`config.mk`:
```
export PLATFORM = sky130hd
export DESIGN_NAME = apb2axi_bridge
export DESIGN_NICKNAME = d
export VERILOG_FILES = /design/src/rtl/apb2axi_bridge_pkg.sv /design/src/rtl/apb2axi_bridge.sv
export SDC_FILE = /design/constraint.sdc
export NUM_CORES = 1
export LEC_CHECK = 0
export ABC_AREA = 1
export BUFFER_PORTS_ARGS = -buffer_cell sky130_fd_sc_hd__buf_2
export CAP_MARGIN = 20
export CORE_ASPECT_RATIO = 0.5
export CORE_MARGIN = 2
export CORE_UTILIZATION = 30
export CTS_BUF_LIST = sky130_fd_sc_hd__clkbuf_2 sky130_fd_sc_hd__clkbuf_4 sky130_fd_sc_hd__clkbuf_8
export CTS_CLUSTER_DIAMETER = 100
export CTS_CLUSTER_SIZE = 30
export DETAILED_ROUTE_END_ITERATION = 8
export PLACE_DENSITY = 0.65
export SYNTH_ARGS = -nofsm -noshare
export SYNTH_HDL_FRONTEND = slang
export SYNTH_SLANG_ARGS = --single-unit
```
`constraint.sdc`:
```
create_clock -name aclk -period 5.3 [get_ports aclk]
set_input_delay 0.265 -clock aclk [delete_from_list [all_inputs] [get_ports aclk]]
set_output_delay 0.265 -clock aclk [all_outputs]
set_load 0.02 [all_outputs]
```
`src/rtl/apb2axi_bridge_pkg.sv`:
```
// Shared AXI encodings used by the APB-to-AXI bridge.
package apb2axi_bridge_pkg;

  localparam logic [1:0] AXI_BURST_INCR   = 2'b01;
  localparam logic [1:0] AXI_RESP_OKAY    = 2'b00;
  localparam logic [1:0] AXI_RESP_EXOKAY  = 2'b01;
  localparam logic [1:0] AXI_RESP_SLVERR  = 2'b10;
  localparam logic [1:0] AXI_RESP_DECERR  = 2'b11;
  localparam logic [2:0] AXI_SIZE_4B      = 3'b010;

  // SLVERR and DECERR both carry bit 1; OKAY and EXOKAY do not.
  function automatic logic resp_is_err(input logic [1:0] resp);
    return resp[1];
  endfunction

endpackage

```
`src/rtl/apb2axi_bridge.sv`:
```
// APB slave to AXI master bridge: each APB transfer becomes one single-beat
// 32-bit AXI transaction, with pready held off until the AXI response returns.
module apb2axi_bridge
  import apb2axi_bridge_pkg::*;
#(
  parameter logic [11:0] AXI_ID = 12'h000
) (
  input  logic        aclk,
  input  logic        areset,
  input  logic        psel,
  input  logic        penable,
  input  logic        pwrite,
  input  logic [31:0] paddr,
  input  logic [31:0] pwdata,
  input  logic [3:0]  pstrb,
  output logic [31:0] prdata,
  output logic        pslverr,
  output logic        pready,
  output logic [11:0] m_awid,
  output logic [31:0] m_awaddr,
  output logic [7:0]  m_awlen,
  output logic [2:0]  m_awsize,
  output logic [1:0]  m_awburst,
  output logic        m_awvalid,
  input  logic        m_awready,
  output logic [31:0] m_wdata,
  output logic [3:0]  m_wstrb,
  output logic        m_wlast,
  output logic        m_wvalid,
  input  logic        m_wready,
  input  logic [11:0] m_bid,
  input  logic [1:0]  m_bresp,
  input  logic        m_bvalid,
  output logic        m_bready,
  output logic [11:0] m_arid,
  output logic [31:0] m_araddr,
  output logic [7:0]  m_arlen,
  output logic [2:0]  m_arsize,
  output logic [1:0]  m_arburst,
  output logic        m_arvalid,
  input  logic        m_arready,
  input  logic [11:0] m_rid,
  input  logic [31:0] m_rdata,
  input  logic [1:0]  m_rresp,
  input  logic        m_rlast,
  input  logic        m_rvalid,
  output logic        m_rready
);

  localparam logic [2:0] S_IDLE    = 3'd0;
  localparam logic [2:0] S_WR_REQ  = 3'd1;
  localparam logic [2:0] S_WR_RESP = 3'd2;
  localparam logic [2:0] S_RD_REQ  = 3'd3;
  localparam logic [2:0] S_RD_RESP = 3'd4;
  localparam logic [2:0] S_DONE    = 3'd5;

  logic [2:0]  r_state;
  logic        r_aw_acc;
  logic        r_w_acc;
  logic        r_err;
  logic [31:0] r_prdata;
  logic [29:0] r_addr;
  logic [31:0] r_wdata;
  logic [3:0]  r_strb;

  logic w_setup;
  logic w_aw_done;
  logic w_w_done;
  logic w_unused;

  assign w_setup   = psel & ~penable;
  assign w_aw_done = r_aw_acc | (m_awvalid & m_awready);
  assign w_w_done  = r_w_acc | (m_wvalid & m_wready);
  // Response IDs and rlast are deliberately ignored for single-beat traffic.
  assign w_unused  = ^{m_bid, m_rid, m_rlast, paddr[1:0]};

  always_ff @(posedge aclk or posedge areset) begin
    if (areset) begin
      r_state  <= S_IDLE;
      r_aw_acc <= 1'b0;
      r_w_acc  <= 1'b0;
      r_err    <= 1'b0;
      r_prdata <= '0;
    end else begin
      case (r_state)
        S_IDLE: begin
          r_aw_acc <= 1'b0;
          r_w_acc  <= 1'b0;
          if (w_setup) r_state <= pwrite ? S_WR_REQ : S_RD_REQ;
        end
        S_WR_REQ: begin
          r_aw_acc <= w_aw_done;
          r_w_acc  <= w_w_done;
          if (w_aw_done && w_w_done) r_state <= S_WR_RESP;
        end
        S_WR_RESP: begin
          if (m_bvalid) begin
            r_err   <= resp_is_err(m_bresp);
            r_state <= S_DONE;
          end
        end
        S_RD_REQ: begin
          if (m_arready) r_state <= S_RD_RESP;
        end
        S_RD_RESP: begin
          if (m_rvalid) begin
            r_prdata <= m_rdata;
            r_err    <= resp_is_err(m_rresp);
            r_state  <= S_DONE;
          end
        end
        S_DONE:  r_state <= S_IDLE;
        default: r_state <= S_IDLE;
      endcase
    end
  end

  // Request payload is captured only in the setup phase and needs no reset.
  always_ff @(posedge aclk) begin
    if (r_state == S_IDLE && w_setup) begin
      r_addr  <= paddr[31:2];
      r_wdata <= pwdata;
      r_strb  <= pstrb;
    end
  end

  assign m_awvalid = (r_state == S_WR_REQ) & ~r_aw_acc;
  assign m_wvalid  = (r_state == S_WR_REQ) & ~r_w_acc;
  assign m_bready  = (r_state == S_WR_RESP);
  assign m_arvalid = (r_state == S_RD_REQ);
  assign m_rready  = (r_state == S_RD_RESP);

  assign m_awid    = AXI_ID;
  assign m_awaddr  = {r_addr, 2'b00};
  assign m_awlen   = 8'd0;
  assign m_awsize  = AXI_SIZE_4B;
  assign m_awburst = AXI_BURST_INCR;
  assign m_wdata   = r_wdata;
  assign m_wstrb   = r_strb;
  assign m_wlast   = 1'b1;
  assign m_arid    = AXI_ID;
  assign m_araddr  = {r_addr, 2'b00};
  assign m_arlen   = 8'd0;
  assign m_arsize  = AXI_SIZE_4B;
  assign m_arburst = AXI_BURST_INCR;

  assign pready  = (r_state == S_DONE);
  assign pslverr = (r_state == S_DONE) & r_err;
  assign prdata  = r_prdata;

endmodule
```
# After elaboration in Yosys (flattened, before gate mapping)
# Cells that the tools add are included.
[word_totals] reg_bits=104 latchBits=0 mem_bits_rw=0 rom_bits=0 input_bits=139 wordCells=49 n_memories=0
[op_classes] n_addsub=0 mul=0 n_div=0 magnitude_cmp=0 eq_ne=10 n_shift=0 muxes=12 bitwise_logic=11 n_reduce_logical=8
[op_table] operator="$mux W3" count=5
[op_table] operator="$pmux W3 S5" count=1
[op_table] operator="$ne A2 B2 Y1 const B" count=4
[op_table] operator="$and A1 B1 Y1" count=6
[op_table] operator="$eq A3 B2 Y1 const B" count=2
[op_table] operator="$eq A3 B3 Y1 const B" count=2
[op_table] operator="$pmux W1 S2" count=3
[op_table] operator="$reduce_and A5 Y1" count=1
[op_table] operator="$reduce_bool A2 Y1" count=2
[op_table] operator="$eq A3 B1 Y1 const B" count=1
[op_table] operator="$logic_not A3 Y1" count=1
[op_table] operator="$not A1 Y1" count=3
[op_table] operator="$reduce_and A3 Y1" count=1
[op_table] operator="$logic_and A1 B1 Y1" count=2
[op_table] operator="$mux W1" count=2
[op_table] operator="$mux W2" count=1
[op_table] operator="$ne A2 B1 Y1 const B" count=1
[op_table] operator="$or A1 B1 Y1" count=2
[op_table] operator="$reduce_and A2 Y1" count=1

# Longest topological paths before layout
# Gate-level depths: netlist (run 1).
[depth] word_depth=7 depth_mapped=8 mapped_depth_nobuf=8

# Worst setup path before layout (run 1)
# OpenSTA, ideal clock, no wires.
[synth_path] kind="flip-flop to flip-flop" startpoint="register r_state[1]" endpoint="register r_wdata[0] (netlist: m_wdata[0]), enable pin" arrival_time_ps=5167 required_ps=4729 path_slack_ps=-438 path_stages_with_launch=4 path_buffers=0 path_cell_list="dfrtp_1 -> nor2_2 -> inv_2 -> nor3_1"
[synth_via] elab_chain_len=2
[synth_rtl] element="start, declared" line="apb2axi_bridge.sv:57" text="logic [2:0] r_state;"
[synth_rtl] element="start signal, assigned" line="apb2axi_bridge.sv:89" text="if (w_setup) r_state <= pwrite ? S_WR_REQ : S_RD_REQ;"
[synth_rtl] element="$logic_not A3 Y1" line="apb2axi_bridge.sv:120" text="if (r_state == S_IDLE && w_setup) begin"
[synth_rtl] element="$logic_and A1 B1 Y1" line="apb2axi_bridge.sv:120"
[synth_rtl] element="end signal, assigned" line="apb2axi_bridge.sv:122" text="r_wdata <= pwdata;"
[synth_rtl] element="end, declared" line="apb2axi_bridge.sv:63" text="logic [31:0] r_wdata;"
# No other way between the ends.
# A chain may end at the register's enable or synchronous reset.

# Final worst setup path (run 1)
[layout_path] startpoint="register r_state[0]" endpoint="output m_rready"
[layout_via] elab_chain_len=1
[layout_rtl] element="$eq A3 B3 Y1" line="apb2axi_bridge.sv:131" text="assign m_rready = (r_state == S_RD_RESP);"
[layout_rtl] element="end, declared" line="apb2axi_bridge.sv:47" text="output logic m_rready"
# No other way between the ends.

==> results of run 1 <==
-- cell families (layout without fill, tap and decap cells) --
family / Yosys count / after routing / synth area share
buffers and inverters: 110 / 276 / 0.178
AOI/OAI and AO/OA: 5 / 5 / 0.00574
and+or+nand+nor: 140 / 140 / 0.141
DFF: 104 / 104 / 0.673
other: 2 / 55 / 0.00172
-- area by class of cell --
class	instances	share of cell area
clock inverters	7	0.0116
inverters	14	0.00998
well taps	198	0.0449
multi-input cells	200	0.156
clock buffers	9	0.0224
flip-flops and latches	104	0.532
repair buffers	246	0.224
-- layer usage --
metal / up-vias / GRT usage
li1: 1469 / -
met1: 1401 / 0.140
met2: 127 / 0.210
met3: 8 / 0.0306
met4: 0 / 0.0283
met5: - / 0
-- registers in the layout (all words and copies together), names as in the netlist --
| register | cells |
|---|---|
| r_w_acc | 1 |
| m_wstrb | 4 |
| r_addr | 30 |
| r_err | 1 |
| r_state | 3 |
| prdata | 32 |
| m_wdata | 32 |
| r_aw_acc | 1 |
-- layout by cell type (no fill, tap or decap), types with 2 or more instances in the layout --
cell	n
conb_1	55
dfrtp_1	38
clkinv_4	3
clkbuf_8	9
nand2_1	81
nor2_2	3
a21oi_1	3
buf_2	244
edfxtp_1	66
inv_2	2
inv_1	11
buf_4	2
nand3_1	40
nor2_1	7
nand2_2	2
inv_8	3
nand3b_1	2
-- power by group through the flow --
stage / Sequential [mW] / Combinational [mW] / Clock (mW)
final: 1.18 / 0.904 / 0.470
after global routing: 1.21 / 0.995 / 0.529
after CTS: 1.18 / 0.917 / 0.497
after detailed placement: 1.20 / 0.917 / 0
after global placement: 1.19 / 0.902 / 0
after floorplan: 1.41 / 0.452 / 0
-- cells in the mapped netlist --
cell type	n	area [µm²]
a21oi_1	3	15.0
and2_1	1	6.26
buf_1	1	3.75
buf_2	1	5.00
buf_4	88	661
buf_6	4	45.0
clkbuf_1	2	7.51
conb_1	2	7.51
dfrtp_1	38	951
edfxtp_1	66	1980
inv_1	11	41.3
inv_2	2	7.51
inv_4	1	6.26
nand2_1	81	304
nand2_2	2	12.5
nand2_4	1	11.3
nand3_1	40	200
nand3b_1	2	15.0
nor2_1	7	26.3
nor2_2	3	18.8
nor2_4	1	11.3
nor3_1	2	10.0
o21ai_0	1	5.00
o21ai_1	1	5.00
-- worst max-delay path by stage --
stage,end,slack [ps],depth (start not counted)
floorplan,m_wdata[0],1600,3
global placement,r_addr[2],3390,4
detailed placement,m_wdata[2],3340,4
CTS,m_rready,3260,4
global route,m_rready,3150,4
finish,m_rready,3300,4
-- critical path: cells and delay by family, from the launching register on --
| kind | cells | cell delay [ps] |
|---|---|---|
| buffers and inverters | 2 | 550 |
| DFF | 1 | 530 |
| and+or+nand+nor | 2 | 280 |
==> impl_results.md, run 1 <==
- RSZ-0062 raised after global routing: no
- Die X-Extent: 174 µm
- Max-cap violations: 0
- Ports: 329
- Largest net degree at the start of global routing: 67
- Reg2Reg Setup Slack: 3350 ps
- Initial DRC count: 97
- Achievable frequency: 500 MHz
- Syn avg cell area: 12.1 µm²
- CP required: 5040 ps
- Type of origin of the critical path: register
- Die height: 89.2 µm
- Gr ovfl total: 0
- Placed cell area: 5330 µm²
- Setup_tns: 0 ps
- Worst Hold Class: input port to asynchronous set/reset pin
- Clock Skew: 8.73 ps
- Minimum clock period: 2000 ps
- Placed insts: 762
- CTS tree: yes
- Worst-path clk slew: 100 ps
- Hold-fix buffers, CTS: 0
- Post-CTS sizing: 0
- Number of remaining DRC errors: 0
- Power Internal: 1.53 mW
- Nets: 714
- Post-layout util: 0.386
- Post-Synthesis Cells: 361
- PD cells: 463 nW/µm²
- Warnings from Yosys: 0
- Clk sinks: 104
- TritonCTS Buffers: 9
- Multi-input gate area: 858 µm²
- Number of global-route vias before repair: 2687
- Hold slack final: 5.43 ps
- DP Wirelength: 7280 µm
- Final hold viol count: 0
- Finished Layout Cells: 778
- Synth unique cells: 24
- Fill count: 1450
- Detailed-route via count: 3005
- Seq pwr share: 0.462
- FF+latch area: 2930 µm²
- WL/cell: 12.5 µm
- LEAKAGE: 2.81 nW
- WL met2: 5090 µm
- CTS max path bufs: 2
- Total power: 2.55 mW
- DRT Pass-1 Iters: 4
- DR top layer: met4
- Max stage delay cell, worst path: dfrtp_1
- Met3 WL post-DR: 589 µm
- Sw frac: 0.400
- Critical Path Sink Type: primary output
- CP max FO: 35
- Postcts setup bufs: 0
- Net switching power: 1.02 mW
- Max VDD drop: 0.148 mV
- Clk_lat worst skew: 360 ps
- Post-synthesis sequential area ratio: 0.673
- Metal-1 WL: 3980 µm
- Core area: 14300 µm²
- Worst setup margin: 3300 ps
- Max-slew violations: 0
- Fin area: 5520 µm²
- Critical Path Start: r_state[0]
- Setup-failing EPs final: 0
- Antenna violations before repair: 0
- Layout cells sized above 1: 0.469
- RePlAce Congestion: 0.751
- Worst stage delay on the critical path: 530 ps
- First-pass GRT wire length: 13800 µm
- Clock power share: 0.184
- Initial Util: 0.304
- Cell Area, Synth: 4360 µm²
- Die footprint: 15600 µm²
- Cell Chain, Critical Path: nor2_4 > nand2_2 > inv_4 > buf_2
- Placement Setup Slack: 3340 ps
- # diodes: 0
- Max_slew headroom: 0.453
- Row Count: 31
- Worst EP arrival: 1740 ps
- Seq cells post-synth: 104
- RR Endpoint: m_wdata[23]
- CTS root buf: clkbuf_8
- Part of the power in combinational logic: 0.354
- Ratio of final minimum period to clock period: 0.378
- Number of vias per cell: 3.86
- DRT antenna net count: 0
- Area Overhead vs Synth: 26.6%
- Final WL: 9730 µm
- Status: finished clean
- Worst r2r path cells: 4
- Port buffer count: 244
- Tot GR Track Use: 0.116
- H-tree levels: 3
- Worst r2r src: r_state[1]
- CP Class: register to primary output
- Worst slew pin tran: 820 ps
Note: power is estimated with default switching activity, not from simulation.
==> inputs of run 2 (changes only) <==
- PLACE_DENSITY: 0.65 -> default
- clock period: 5.3 -> 2.1 ns (I/O delays scaled with it)
==> impl_results.md, run 2 (synthesized netlist as in run 1, its figures left out) <==
- RR Endpoint: m_wdata[5]
- Clk_lat worst skew: 370 ps (about the same)
- Achievable frequency: 511 MHz
- FF+latch area: 2930 µm² (about the same)
- RSZ-0062 raised after global routing: no
- Post-layout util: 0.458 (+0.0726)
- Hold wc startpoint: m_wready
- Worst Hold End: r_w_acc
- Fill count: 1348 (-7.0%)
- Largest net degree at the start of global routing: 67 (unchanged)
- Ports: 329 (unchanged)
- CP Class: register to primary output
- Antenna violations before repair: 0 (unchanged)
- TritonCTS Buffers: 9 (unchanged)
- PD cells: 1010 nW/µm² (+120%)
- Post-CTS sizing: 0 (unchanged)
- Status: finished clean
- DRT antenna net count: 0 (unchanged)
- Tot GR Track Use: 0.131 (+0.0160)
- Row Count: 31 (unchanged)
- Die height: 89.2 µm (unchanged)
- First-pass GRT wire length: 15800 µm (+14%)
- Hold depth: 3
- Final hold viol count: 0 (unchanged)
- CP required: 2000 ps (-3040 ps)
- Area Overhead vs Synth: 50.4%
- CTS tree: yes
- Reg2Reg Setup Slack: 510 ps (-2840 ps)
- Worst-path clk slew: 100 ps (about the same)
- Nets: 817 (+14%)
- Max-slew violations: 0 (unchanged)
- Port buffer count: 244 (unchanged)
- Worst r2r path cells: 4 (unchanged)
- Layout cells sized above 1: 0.404 (-0.0649)
- Setup-failing EPs final: 0 (unchanged)
- DP Wirelength: 7560 µm (+3.9%)
- Minimum clock period: 1960 ps
- Number of global-route vias before repair: 3196 (+19%)
- # diodes: 0 (unchanged)
- Max VDD drop: 0.388 mV (+160%)
- Worst EP arrival: 1850 ps (+110 ps)
- Gr ovfl total: 0 (unchanged)
- CTS root buf: clkbuf_8
- Placed cell area: 5370 µm² (+0.77%)
- Type of origin of the critical path: register
- Final WL: 11000 µm (+13%)
- WL/cell: 12.5 µm (about the same)
- RePlAce Congestion: 0.765 (+1.9%)
- Commonest cells after routing, fill and taps aside: 244 x buf_2, 100 x dlygate4sd3_1, 81 x nand2_1
- DRT Pass-1 Iters: 4 (unchanged)
- Total power: 6.65 mW (+160%)
- Number of remaining DRC errors: 0 (unchanged)
- CTS max path bufs: 2 (unchanged)
- Hold slack final: 17.6 ps (+12.2 ps)
- Most common cell after layout, fill and taps aside: buf_2
- Core area: 14300 µm² (unchanged)
- Die footprint: 15600 µm² (unchanged)
- Setup_tns: 0 ps (unchanged)
- Max-cap violations: 0 (unchanged)
- Fin area: 6560 µm² (+19%)
- Clock Skew: 12.1 ps (+3.38 ps)
- Critical Path Sink Type: primary output
- Initial Util: 0.304 (unchanged)
- Initial DRC count: 176 (+81%)
- Ratio of final minimum period to clock period: 0.933
- Die X-Extent: 174 µm (unchanged)
- CP max FO: 20 (-43%)
- Worst Hold Class: input port to register
- H-tree levels: 3 (unchanged)
- Detailed-route via count: 3434 (+14%)
- Multi-input gate area: 863 µm² (+0.58%)
- Worst r2r src: r_state[1]
- Clk sinks: 104 (unchanged)
- LEAKAGE: 3.24 nW (+15%)
- Number of vias per cell: 3.90 (+0.92%)
## run 2: cell count changes in the layout (fill, tap and decap cells not counted), moves of 2 or more
cell | before | now
buf_4 | 2 | 4
dlygate4sd3_1 | 0 | 100
clkinv_4 | 3 | 0
inv_6 | 0 | 3
## run 2: cell type report
| cell class | count | area share |
|---|---|---|
| sequential | 104 | 0.448 |
| timing repair buffer | 349 | 0.347 |
| multi-input combinational | 200 | 0.132 |
| tap | 198 | 0.0378 |
| clock buffer | 9 | 0.0189 |
| clock inverter | 7 | 0.00916 |
| inverter | 14 | 0.00840 |
## run 2: how the worst max path moves through the flow
stage               slack, ps       start    endpoint  cells after the start
global route               30  r_state[0]    m_rready                      5
detailed placement        510  r_state[0]   prdata[3]                      6
CTS                       100  r_state[0]    m_rready                      5
global placement          540  r_state[0]    m_rready                      5
floorplan                -550  r_state[1]  m_wdata[0]                      3
finish                    140  r_state[0]    m_rready                      5
## run 2: repair_timing
item | in CTS | in global routing
hold buffers | 100 | 0
buffers inserted | 0 | 0
endpoints found under the hold margin | 107 | 0
endpoints found under the setup margin | 0 | 0
## run 2: where the power goes
part / total, mW / internal (mW) / leakage (nW) / switching, mW
clock: 1.21 / 0.457 / 0.0921 / 0.751
combinational: 2.46 / 0.836 / 2.07 / 1.62
sequential: 2.99 / 2.71 / 1.08 / 0.274
## run 2: worst max-delay path, cell delays in order, from the launching register on
cell,delay [ps]
dfrtp_1,520
nor2_4,190
nand2_2,100
inv_4,190
buf_4,280
buf_2,210
## run 2: per-layer routing
layer  vias to the layer above  GRT usage  part of all wire
li1                       1680          -                 -
met1                      1606      0.149              0.40
met2                       135      0.250              0.53
met3                        13     0.0340             0.057
met4                         0     0.0405             0.013
met5                         -          0                 0
## run 2: metrics by stage
step | cells | setup slack (ps)
after floorplan | 414 | -547
after CTS | 881 | 101
after detailed placement | 765 | 510
final | 881 | 141
after global placement | 765 | 544
after global routing | 881 | 25.9
